==> src/rtl/frame_line_scheduler.sv <==
// -----------------------------------------------------------------------------
// frame_line_scheduler
//
// Purpose:
//   Owns the single x/y/char/we write port of a COLS x ROWS character frame
//   buffer. Two character-stream requesters share it (s0: trade/arbitrage log,
//   s1: keyboard/console echo). Every message occupies whole text lines on a
//   circular row pointer; the columns after the last character are padded with
//   blank (0). The scheduler also maintains the line_start/line_end highlight
//   window over the most recent HL_LINES committed lines, and performs a
//   full-screen clear when asked to.
//
// Ports:
//   clk, reset            system clock; asynchronous active-high reset
//   clr                   one-cycle clear-screen request (latched until served)
//   s0_valid/char/last    requester 0 character stream, s0_ready = accept
//   s1_valid/char/last    requester 1 character stream, s1_ready = accept
//   fb_x/fb_y/fb_char     frame buffer write address and data (registered)
//   fb_we                 frame buffer write enable (registered)
//   line_start/line_end   first / most recent row of the highlight window
//   busy                  high in any state other than IDLE
// -----------------------------------------------------------------------------
module frame_line_scheduler #(
    parameter int COLS     = 40,
    parameter int ROWS     = 30,
    parameter int HL_LINES = 4
) (
    input  logic       clk,
    input  logic       reset,
    input  logic       clr,
    input  logic       s0_valid,
    input  logic [5:0] s0_char,
    input  logic       s0_last,
    output logic       s0_ready,
    input  logic       s1_valid,
    input  logic [5:0] s1_char,
    input  logic       s1_last,
    output logic       s1_ready,
    output logic [5:0] fb_x,
    output logic [5:0] fb_y,
    output logic [5:0] fb_char,
    output logic       fb_we,
    output logic [5:0] line_start,
    output logic [5:0] line_end,
    output logic       busy
);

    localparam int               CNT_W    = $clog2(HL_LINES + 1);
    localparam logic [5:0]       COL_LAST = 6'(COLS - 1);
    localparam logic [5:0]       ROW_LAST = 6'(ROWS - 1);
    localparam logic [CNT_W-1:0] CNT_MAX  = CNT_W'(HL_LINES);

    typedef enum logic [2:0] {
        IDLE,
        CLEAR,
        STREAM,
        PAD,
        COMMIT
    } state_t;

    state_t           state_q;
    logic [5:0]       row_q;
    logic [5:0]       col_q;
    logic [5:0]       cx_q;
    logic [5:0]       cy_q;
    logic             grant_q;
    logic             last_grant_q;
    logic             clr_pending_q;
    logic [CNT_W-1:0] count_q;
    logic             fb_we_q;
    logic [5:0]       fb_x_q;
    logic [5:0]       fb_y_q;
    logic [5:0]       fb_char_q;
    logic [5:0]       line_start_q;
    logic [5:0]       line_end_q;
    logic             s0_ready_q;
    logic             s1_ready_q;
    logic             busy_q;

    // Next-state helpers shared by the FSM.
    logic             grant_d;
    logic             hs;
    logic [5:0]       sel_char;
    logic             sel_last;
    logic [CNT_W-1:0] count_d;
    logic [6:0]       ls_sum;
    logic [5:0]       line_start_d;
    logic [5:0]       row_d;

    always_comb begin
        // NOTE: each signal is assigned a default before any condition, so no
        // path through this block leaves it holding a value (no latch).
        grant_d      = s1_valid;
        hs           = 1'b0;
        sel_char     = grant_q ? s1_char : s0_char;
        sel_last     = grant_q ? s1_last : s0_last;
        count_d      = count_q;
        line_start_d = '0;
        row_d        = '0;

        // Both requesting: round robin away from the last winner.
        if (s0_valid && s1_valid) begin
            grant_d = ~last_grant_q;
        end

        // Ready is registered and only ever high in STREAM for the granted side.
        if (state_q == STREAM) begin
            hs = grant_q ? (s1_valid && s1_ready_q) : (s0_valid && s0_ready_q);
        end

        if (count_q != CNT_MAX) begin
            count_d = count_q + CNT_W'(1);
        end

        // (row - count_new + 1) mod ROWS, biased by +ROWS to stay non-negative;
        // the sum is below 2*ROWS so one conditional subtract suffices.
        ls_sum       = 7'(row_q) + 7'(ROWS + 1) - 7'(count_d);
        line_start_d = (ls_sum >= 7'(ROWS)) ? 6'(ls_sum - 7'(ROWS)) : ls_sum[5:0];

        row_d = (row_q == ROW_LAST) ? 6'd0 : row_q + 6'd1;
    end

    always_ff @(posedge clk or posedge reset) begin
        if (reset) begin
            state_q       <= IDLE;
            row_q         <= '0;
            col_q         <= '0;
            cx_q          <= '0;
            cy_q          <= '0;
            grant_q       <= 1'b0;
            last_grant_q  <= 1'b1;
            clr_pending_q <= 1'b0;
            count_q       <= '0;
            fb_we_q       <= 1'b0;
            fb_x_q        <= '0;
            fb_y_q        <= '0;
            fb_char_q     <= '0;
            line_start_q  <= '0;
            line_end_q    <= '0;
            s0_ready_q    <= 1'b0;
            s1_ready_q    <= 1'b0;
            busy_q        <= 1'b0;
        end else begin
            // NOTE: non-blocking assignments throughout; later assignments in
            // the same cycle override this default without ordering hazards.
            fb_we_q       <= 1'b0;
            clr_pending_q <= clr_pending_q | clr;

            case (state_q)
                IDLE: begin
                    if (clr_pending_q) begin
                        // A clr arriving in this very cycle stays pending.
                        clr_pending_q <= clr;
                        cx_q          <= '0;
                        cy_q          <= '0;
                        busy_q        <= 1'b1;
                        state_q       <= CLEAR;
                    end else if (s0_valid || s1_valid) begin
                        grant_q      <= grant_d;
                        last_grant_q <= grant_d;
                        col_q        <= '0;
                        s0_ready_q   <= ~grant_d;
                        s1_ready_q   <= grant_d;
                        busy_q       <= 1'b1;
                        state_q      <= STREAM;
                    end
                end

                CLEAR: begin
                    fb_we_q   <= 1'b1;
                    fb_x_q    <= cx_q;
                    fb_y_q    <= cy_q;
                    fb_char_q <= '0;
                    if (cx_q == COL_LAST) begin
                        cx_q <= '0;
                        if (cy_q == ROW_LAST) begin
                            row_q        <= '0;
                            count_q      <= '0;
                            line_start_q <= '0;
                            line_end_q   <= '0;
                            busy_q       <= 1'b0;
                            state_q      <= IDLE;
                        end else begin
                            cy_q <= cy_q + 6'd1;
                        end
                    end else begin
                        cx_q <= cx_q + 6'd1;
                    end
                end

                STREAM: begin
                    if (hs) begin
                        fb_we_q   <= 1'b1;
                        fb_x_q    <= col_q;
                        fb_y_q    <= row_q;
                        fb_char_q <= sel_char;
                        if (sel_last) begin
                            s0_ready_q <= 1'b0;
                            s1_ready_q <= 1'b0;
                            if (col_q == COL_LAST) begin
                                state_q <= COMMIT;
                            end else begin
                                col_q   <= col_q + 6'd1;
                                state_q <= PAD;
                            end
                        end else if (col_q == COL_LAST) begin
                            // Line overflow: commit this row and keep streaming
                            // the same message onto the next one.
                            line_end_q   <= row_q;
                            count_q      <= count_d;
                            line_start_q <= line_start_d;
                            row_q        <= row_d;
                            col_q        <= '0;
                        end else begin
                            col_q <= col_q + 6'd1;
                        end
                    end
                end

                PAD: begin
                    fb_we_q   <= 1'b1;
                    fb_x_q    <= col_q;
                    fb_y_q    <= row_q;
                    fb_char_q <= '0;
                    if (col_q == COL_LAST) begin
                        state_q <= COMMIT;
                    end else begin
                        col_q <= col_q + 6'd1;
                    end
                end

                COMMIT: begin
                    line_end_q   <= row_q;
                    count_q      <= count_d;
                    line_start_q <= line_start_d;
                    row_q        <= row_d;
                    busy_q       <= 1'b0;
                    state_q      <= IDLE;
                end

                default: begin
                    busy_q  <= 1'b0;
                    state_q <= IDLE;
                end
            endcase
        end
    end

    assign s0_ready   = s0_ready_q;
    assign s1_ready   = s1_ready_q;
    assign fb_we      = fb_we_q;
    assign fb_x       = fb_x_q;
    assign fb_y       = fb_y_q;
    assign fb_char    = fb_char_q;
    assign line_start = line_start_q;
    assign line_end   = line_end_q;
    assign busy       = busy_q;

endmodule
==> config.mk <==
export PLATFORM = sky130hd
export DESIGN_NAME = frame_line_scheduler
export DESIGN_NICKNAME = d
export VERILOG_FILES = /design/src/rtl/frame_line_scheduler.sv
export SDC_FILE = /design/constraint.sdc
export NUM_CORES = 1
export LEC_CHECK = 0
export CAP_MARGIN = 20
export CORE_UTILIZATION = 39
export CTS_CLUSTER_SIZE = 24
export DETAILED_ROUTE_END_ITERATION = 6
export PLACE_DENSITY = 0.57
export SLEW_MARGIN = 20
export SYNTH_ARGS = -nofsm -noshare
export SYNTH_HDL_FRONTEND = slang
export SYNTH_SLANG_ARGS = --single-unit
==> constraint.sdc <==
create_clock -name clk -period 3.5 [get_ports clk]
set_input_delay 0.35 -clock clk [delete_from_list [all_inputs] [get_ports clk]]
set_output_delay 0.35 -clock clk [all_outputs]
set_load 0.005 [all_outputs]
==> results of run 1 <==
[worst register-to-register path: stages, from the launching register on]
cell and delay (ns):
dfrtp_1 0.42, inv_1 0.07, ha_1 0.15, nand2_1 0.10, xnor2_2 0.17, ha_1 0.19
ha_1 0.18, inv_1 0.07, fa_2 0.43, inv_2 0.10, ha_4 0.17, nand2_2 0.07
a32o_1 0.27, o31a_1 0.30, a211o_1 0.31, a32o_1 0.25
[power by group through the flow]
stage	sequential [mW]	combinational (mW)	clock [mW]
2_1_floorplan	1.08	0.549	0
3_3_place_gp	1.14	0.864	0
3_5_place_dp	1.14	0.865	0
4_1_cts	1.13	0.871	0.743
5_1_grt	1.16	0.970	0.776
6_report	1.12	0.862	0.727
[per-stage QoR]
stage | util | worst slack, ns | instances | TNS [ns]
after floorplan | - | 0.244 | 427 | 0
after global placement | 0.477 | 0.130 | 592 | 0
after detailed placement | 0.477 | 0.0419 | 592 | 0
after CTS | 0.500 | 0.0101 | 608 | 0
after global routing | 0.505 | -0.0120 | 610 | -0.0120
final | 0.505 | 0.144 | 610 | 0
[timing repair]
action                                  CTS  global route
endpoints found under the setup margin    0             4
setup buffers                             0             2
gates resized for setup                   0             6
[kinds of logic (layout without fill, tap and decap cells)]
group | after synthesis | count (layout) | share of synthesized area
AND/OR/NAND/NOR | 166 | 166 | 0.208
AO/OA/AOI/OAI | 114 | 114 | 0.190
adder cells (fa/ha/maj) | 22 | 22 | 0.0738
multiplexers | 9 | 9 | 0.0252
XOR/XNOR | 9 | 9 | 0.0225
flip-flops | 67 | 67 | 0.438
buffers and inverters | 40 | 94 | 0.0418
[sequential cells by signal, summed over array words and instances, names as in the netlist, 3 cells and up]
name / flops
line_end: 6
state_q: 3
count_q: 3
fb_x: 6
row_q: 6
fb_char: 6
cx_q: 6
col_q: 6
cy_q: 6
line_start: 6
fb_y: 6
[per-layer routing]
layer / track usage / vias to the layer above / part of all wire / wire (µm)
li1: - / 1616 / - / -
met1: 0.274 / 1579 / 0.49 / 4540
met2: 0.296 / 60 / 0.46 / 4220
met3: 0.0402 / 7 / 0.039 / 361
met4: 0.0647 / 0 / 0.012 / 108
met5: 0 / - / 0 / 0
[how the worst max path moves through the flow]
stage,endpoint,slack (ns)
5_1_grt,line_start[4]$_DFFE_PP0P_,-0.01
3_3_place_gp,line_start[4]$_DFFE_PP0P_,0.13
2_1_floorplan,line_start[4]$_DFFE_PP0P_,0.24
3_5_place_dp,line_start[4]$_DFFE_PP0P_,0.04
4_1_cts,line_start[4]$_DFFE_PP0P_,0.01
6_report,line_start[4]$_DFFE_PP0P_,0.14
[layout make-up]
type | instances | share of cell area
Clock buffer | 10 | 0.0269
Clock inverter | 6 | 0.0188
Inverter | 20 | 0.0159
Multi-Input combinational cell | 320 | 0.431
Sequential cell | 67 | 0.354
Tap cell | 129 | 0.0341
Timing Repair Buffer | 58 | 0.119
[layout by cell type, fill, tap and decap left out, types with 3 or more instances in the layout]
master           count
nand2_1             70
dfrtp_1             66
clkdlybuf4s50_1     52
nor2_1              35
o21ai_0             31
ha_1                20
o31ai_1             19
inv_1               17
a21oi_1             14
a31oi_1             13
o21ai_1              9
nor3_1               9
clkbuf_8             9
nand3_1              8
mux2i_1              7
a21o_1               7
nand2b_1             6
nand4_1              6
xor2_1               6
buf_4                6
a32o_1               5
or3_1                4
and3_1               4
nor2b_1              3
inv_2                3
==> metrics.md, run 1 <==
| Metric | Value |
|---|---|
| Req. time, crit path | `3.73 ns` |
| Post-layout net count | `517` |
| Longest Clk Path Bufs | `2` |
| Cts hold-fix bufs | `0` |
| Least-Margin Pin Slew | `0.763 ns` |
| Final period util | `0.959` |
| Flop-to-flop setup slack | `0.14 ns` |
| Largest area contributor in the netlist | `dfrtp_1` |
| Buf/Inv on CP | `3` |
| CTS tree | `built` |
| Pleak | `2.03 nW` |
| Global route overflow | `0` |
| Post-route DRC | `0` |
| Iteration-0 DRC count of the detailed router | `141` |
| Fill count | `932` |
| Delay-heaviest family, CP | `compound AO/OA/AOI/OAI gates` |
| First-pass GRT wire length | `15.4 mm` |
| Top-area cell type share of the netlist area | `0.431` |
| Initial core utilization | `0.409` |
| HP Class | `in2async` |
| Core Area | `9370 µm²` |
| Register area | `1680 µm²` |
| Tightest hold margin | `0.438 ns` |
| CP arrival | `3.59 ns` |
| MaxCap Viol Count | `0` |
| Top cells by count, synth | `nand2_1, dfrtp_1, nor2_1` |
| Status | `finished clean` |
| Flops & latches, synth | `67` |
| Mapped Area | `3830 µm²` |
| Share of cells above drive strength 1 | `0.0769` |
| Routability cong. | `0.912` |
| Cell Area, Placed | `4470 µm²` |
| Crit-path most repeated cell | `ha_1` |
| Top_reg_cell synth | `dfrtp_1` |
| Clock Skew | `0.0150 ns` |
| Num CTS Buffers | `9` |
| CP startpoint | `count_q[0]$_DFFE_PP0P_` |
| Ports | `53` |
| Post-synth EDFFs | `0` |
| Number of synthesis warnings | `0` |
| DR vias/cell | `5.35` |
| Slowest CP cell | `fa_2` |
| Number of vias in the routed layout | `3262` |
| CP Launch Type | `register` |
| Syn_nets | `468` |
| Worst R2R End | `line_start[4]$_DFFE_PP0P_` |
| Switching Fraction | `0.353` |
| Initial antenna violation count | `0` |
| Setup CP Type | `reg2reg` |
| Die extent in y | `101 µm` |
| Multi-input gate area in the final layout | `2040 µm²` |
| Synth cell types | `57` |
| Most common cell in the netlist | `nand2_1` |
| Worst r2r src | `count_q[0]$_DFFE_PP0P_` |
| Asr flop ratio synth | `1.00` |
| Flop pwr share | `0.414` |
| Clk sinks | `67` |
| CTS Root Cell | `clkbuf_8` |
| H-tree depth | `3` |
| Final Hold Viols | `0` |
| Period minus WS final | `3.36 ns` |
| Fmax | `298 MHz` |
| Hpwl dp | `6.50 mm` |
| Vias in the first global route | `3058` |
| Overall routing resource usage | `0.194` |
| Total wire length | `9.24 mm` |
| Crit end category | `register` |
| CP Cell Sequence | `inv_1 -> ha_1 -> nand2_1 -> xnor2_2 -> ha_1 -> ha_1 -> inv_1 -> fa_2 -> inv_2 -> ha_4 -> nand2_2 -> a32o_1 -> o31a_1 -> a211o_1 -> a32o_1` |
| Power Internal | `1.76 mW` |
| Antenna diodes | `0` |
| Psw | `0.957 mW` |
| Critical Path Fanout Max | `6` |
| Final ANT Viol Nets | `0` |
| Worst R2R Path Depth | `15` |
| Fin. max-slew vios | `0` |
| WL per Instance | `15.1 µm` |
| Pwr Total | `2.71 mW` |
| VDD IR max | `0.000395 V` |
| Pin count of the biggest net entering global routing | `40` |
| Die footprint | `10200 µm²` |
| Fin area | `4740 µm²` |
| Layout area overhead | `23.7%` |
| Leading post-synthesis cells by cell area | `dfrtp_1, ha_1, nand2_1` |
| Part of the power in combinational logic | `0.318` |
| Pwr dens | `573 nW/µm²` |
| Syn avg cell area | `8.97 µm²` |
| Slew HR | `0.491` |
| Critical path depth | `15` |
| Clock share of power | `0.268` |
| DRT Pass-1 Iters | `5` |
| Clk slew on worst S/H paths | `0.08 ns` |
| Die X-Extent | `101 µm` |
| CP max stage delay | `0.43 ns` |
| Post-synthesis sequential area ratio | `0.438` |
| Worst-skew pair later-pin latency | `0.35 ns` |
| Mapped Cells | `427` |
| Final setup fails | `0` |
| I/O Buffers | `52` |
| Row cnt | `35` |
(Power assumes the default switching activity.)
==> run 2: changes to the inputs <==
--- a/config.mk
+++ b/config.mk
@@ -7,6 +7,7 @@
 export LEC_CHECK = 0
 export CAP_MARGIN = 20
 export CORE_UTILIZATION = 39
+export CTS_BUF_LIST = sky130_fd_sc_hd__clkbuf_8 sky130_fd_sc_hd__clkbuf_16
 export CTS_CLUSTER_SIZE = 24
 export DETAILED_ROUTE_END_ITERATION = 6
 export PLACE_DENSITY = 0.57
==> run 2 against run 1 <==
  * Clock-buffer cell count down 1
  * Fmax unchanged
  * Combinational power about the same
==> metrics.md, run 2 (synthesis gave the netlist of run 1 again) <==
| Metric | Value |
|---|---|
| Status | `finished clean` |
| Total wire length | `9.23 mm` |
| Post-layout net count | `517` |
| CP startpoint | `count_q[0]$_DFFE_PP0P_` |
| DR vias/cell | `5.34` |
| Post-route insts no fill | `610` |
| Cts hold-fix bufs | `0` |
| Row cnt | `35` |
| Worst-skew pair later-pin latency | `0.35 ns` |
| Period minus WS final | `3.36 ns` |
| Global route overflow | `0` |
| Die X-Extent | `101 µm` |
| First-pass GRT wire length | `15.4 mm` |
| Fill count | `932` |
| Clock Skew | `0.0143 ns` |
| Metal2 WL | `4.22 mm` |
| Pleak | `2.04 nW` |
| Antenna diodes | `0` |
| M1 WL | `4.53 mm` |
| Layout area overhead | `23.7%` |
| CP Launch Type | `register` |
| CTS tree | `built` |
| Final period util | `0.959` |
| Pwr dens | `572 nW/µm²` |
| VDD IR max | `0.000395 V` |
| Pin count of the biggest net entering global routing | `40` |
| CP arrival | `3.59 ns` |
| WL per Instance | `15.1 µm` |
| Worst r2r src | `count_q[0]$_DFFE_PP0P_` |
| Crit end category | `register` |
| Req. time, crit path | `3.73 ns` |
| Final ANT Viol Nets | `0` |
| Setup WS post-layout | `0.144 ns` |
| Num CTS Buffers | `9` |
| Hpwl dp | `6.50 mm` |
| Ports | `53` |
| Fmax | `298 MHz` |
| Fin. max-slew vios | `0` |
| Final Hold Viols | `0` |
| Initial core utilization | `0.409` |
| Number of vias in the routed layout | `3258` |
| DRT Pass-1 Iters | `4` |
| H-tree depth | `3` |
| Most common cell after layout, fill and taps aside | `nand2_1` |
| Final setup fails | `0` |
| Fin area | `4740 µm²` |
| CTS Root Cell | `clkbuf_8` |
| Longest Clk Path Bufs | `2` |
| Share of cells above drive strength 1 | `0.0769` |
| Routability cong. | `0.912` |
| Pre-CTS setup slack | `0.0419 ns` |
| Die extent in y | `101 µm` |
| HP Class | `in2async` |
| Overall routing resource usage | `0.194` |
| Metal3 WL | `366 µm` |
| Initial antenna violation count | `0` |
| Least-Margin Pin Slew | `0.763 ns` |
| Critical Path Fanout Max | `6` |
| I/O Buffers | `52` |
| Pwr Total | `2.71 mW` |
| Slew HR | `0.491` |
| Clk slew on worst S/H paths | `0.08 ns` |
| Post-route DRC | `0` |
| Setup CP Type | `reg2reg` |
| Clk sinks | `67` |
| Most frequent cells in the layout | `nand2_1, dfrtp_1, clkdlybuf4s50_1, nor2_1, o21ai_0` |
| Max Used Layer | `met4` |
| MaxCap Viol Count | `0` |
| Iteration-0 DRC count of the detailed router | `141` |
| Vias in the first global route | `3058` |
| DP Cell Count | `592` |
| Die footprint | `10200 µm²` |
| Core Area | `9370 µm²` |
| Cell Area, Placed | `4470 µm²` |
==> run 2: per-layer routing <==
metal | up-vias | track usage
met5 | - | 0
li1 | 1616 | -
met2 | 62 | 0.296
met4 | 0 | 0.0647
met3 | 7 | 0.0402
met1 | 1573 | 0.274
==> run 2: layout make-up <==
class                   instances  area, µm²  area share
clock buffers                   9        124      0.0262
multi-input cells             320       2040       0.431
repair buffers                 58        566       0.119
clock inverters                 7       92.6      0.0196
well taps                     129        161      0.0341
flip-flops and latches         67       1680       0.354
inverters                      20       75.1      0.0159
==> run 2: path summary, 6_finish.rpt <==
path                       slack (ns)  depth (start not counted)                   endpoint
setup / recovery                 0.14                         15  line_start[4]$_DFFE_PP0P_
hold / removal                   0.44                          2    line_end[5]$_DFFE_PP0P_
setup reg to reg                 0.14                         15  line_start[4]$_DFFE_PP0P_
hold reg to reg                  0.48                          2  line_start[2]$_DFFE_PP0P_
max in group asynchronous        2.27                          3   last_grant_q$_DFFE_PP1P_
min in group clk                 0.48                          2  line_start[2]$_DFFE_PP0P_
==> run 2: what timing repair did <==
item	in CTS	in global routing
setup buffers	0	2
setup endpoints to repair	0	4
gates resized for setup	0	6
endpoints found under the hold margin	0	0
==> run 2: power breakdown <==
group	internal [mW]	leakage [nW]	switching [mW]
clock network	0.400	0.107	0.324
logic	0.406	1.04	0.456
registers	0.946	0.884	0.177
total	1.75	2.04	0.957
==> run 2: worst max-delay path: stages (launching register included) <==
cell	delay, ns
dfrtp_1	0.42
inv_1	0.07
ha_1	0.15
nand2_1	0.10
xnor2_2	0.17
ha_1	0.19
ha_1	0.18
inv_1	0.07
fa_2	0.43
inv_2	0.10
ha_4	0.17
nand2_2	0.07
a32o_1	0.27
o31a_1	0.30
a211o_1	0.31
a32o_1	0.25
==> run 2: metrics by stage <==
stage               TNS [ns]  hold slack [ns]  utilization
finish                     0            0.438        0.505
global route         -0.0120            0.499        0.505
CTS                        0            0.459        0.500
detailed placement         0            0.461        0.477
global placement           0            0.460        0.477
floorplan                  0            0.413            -
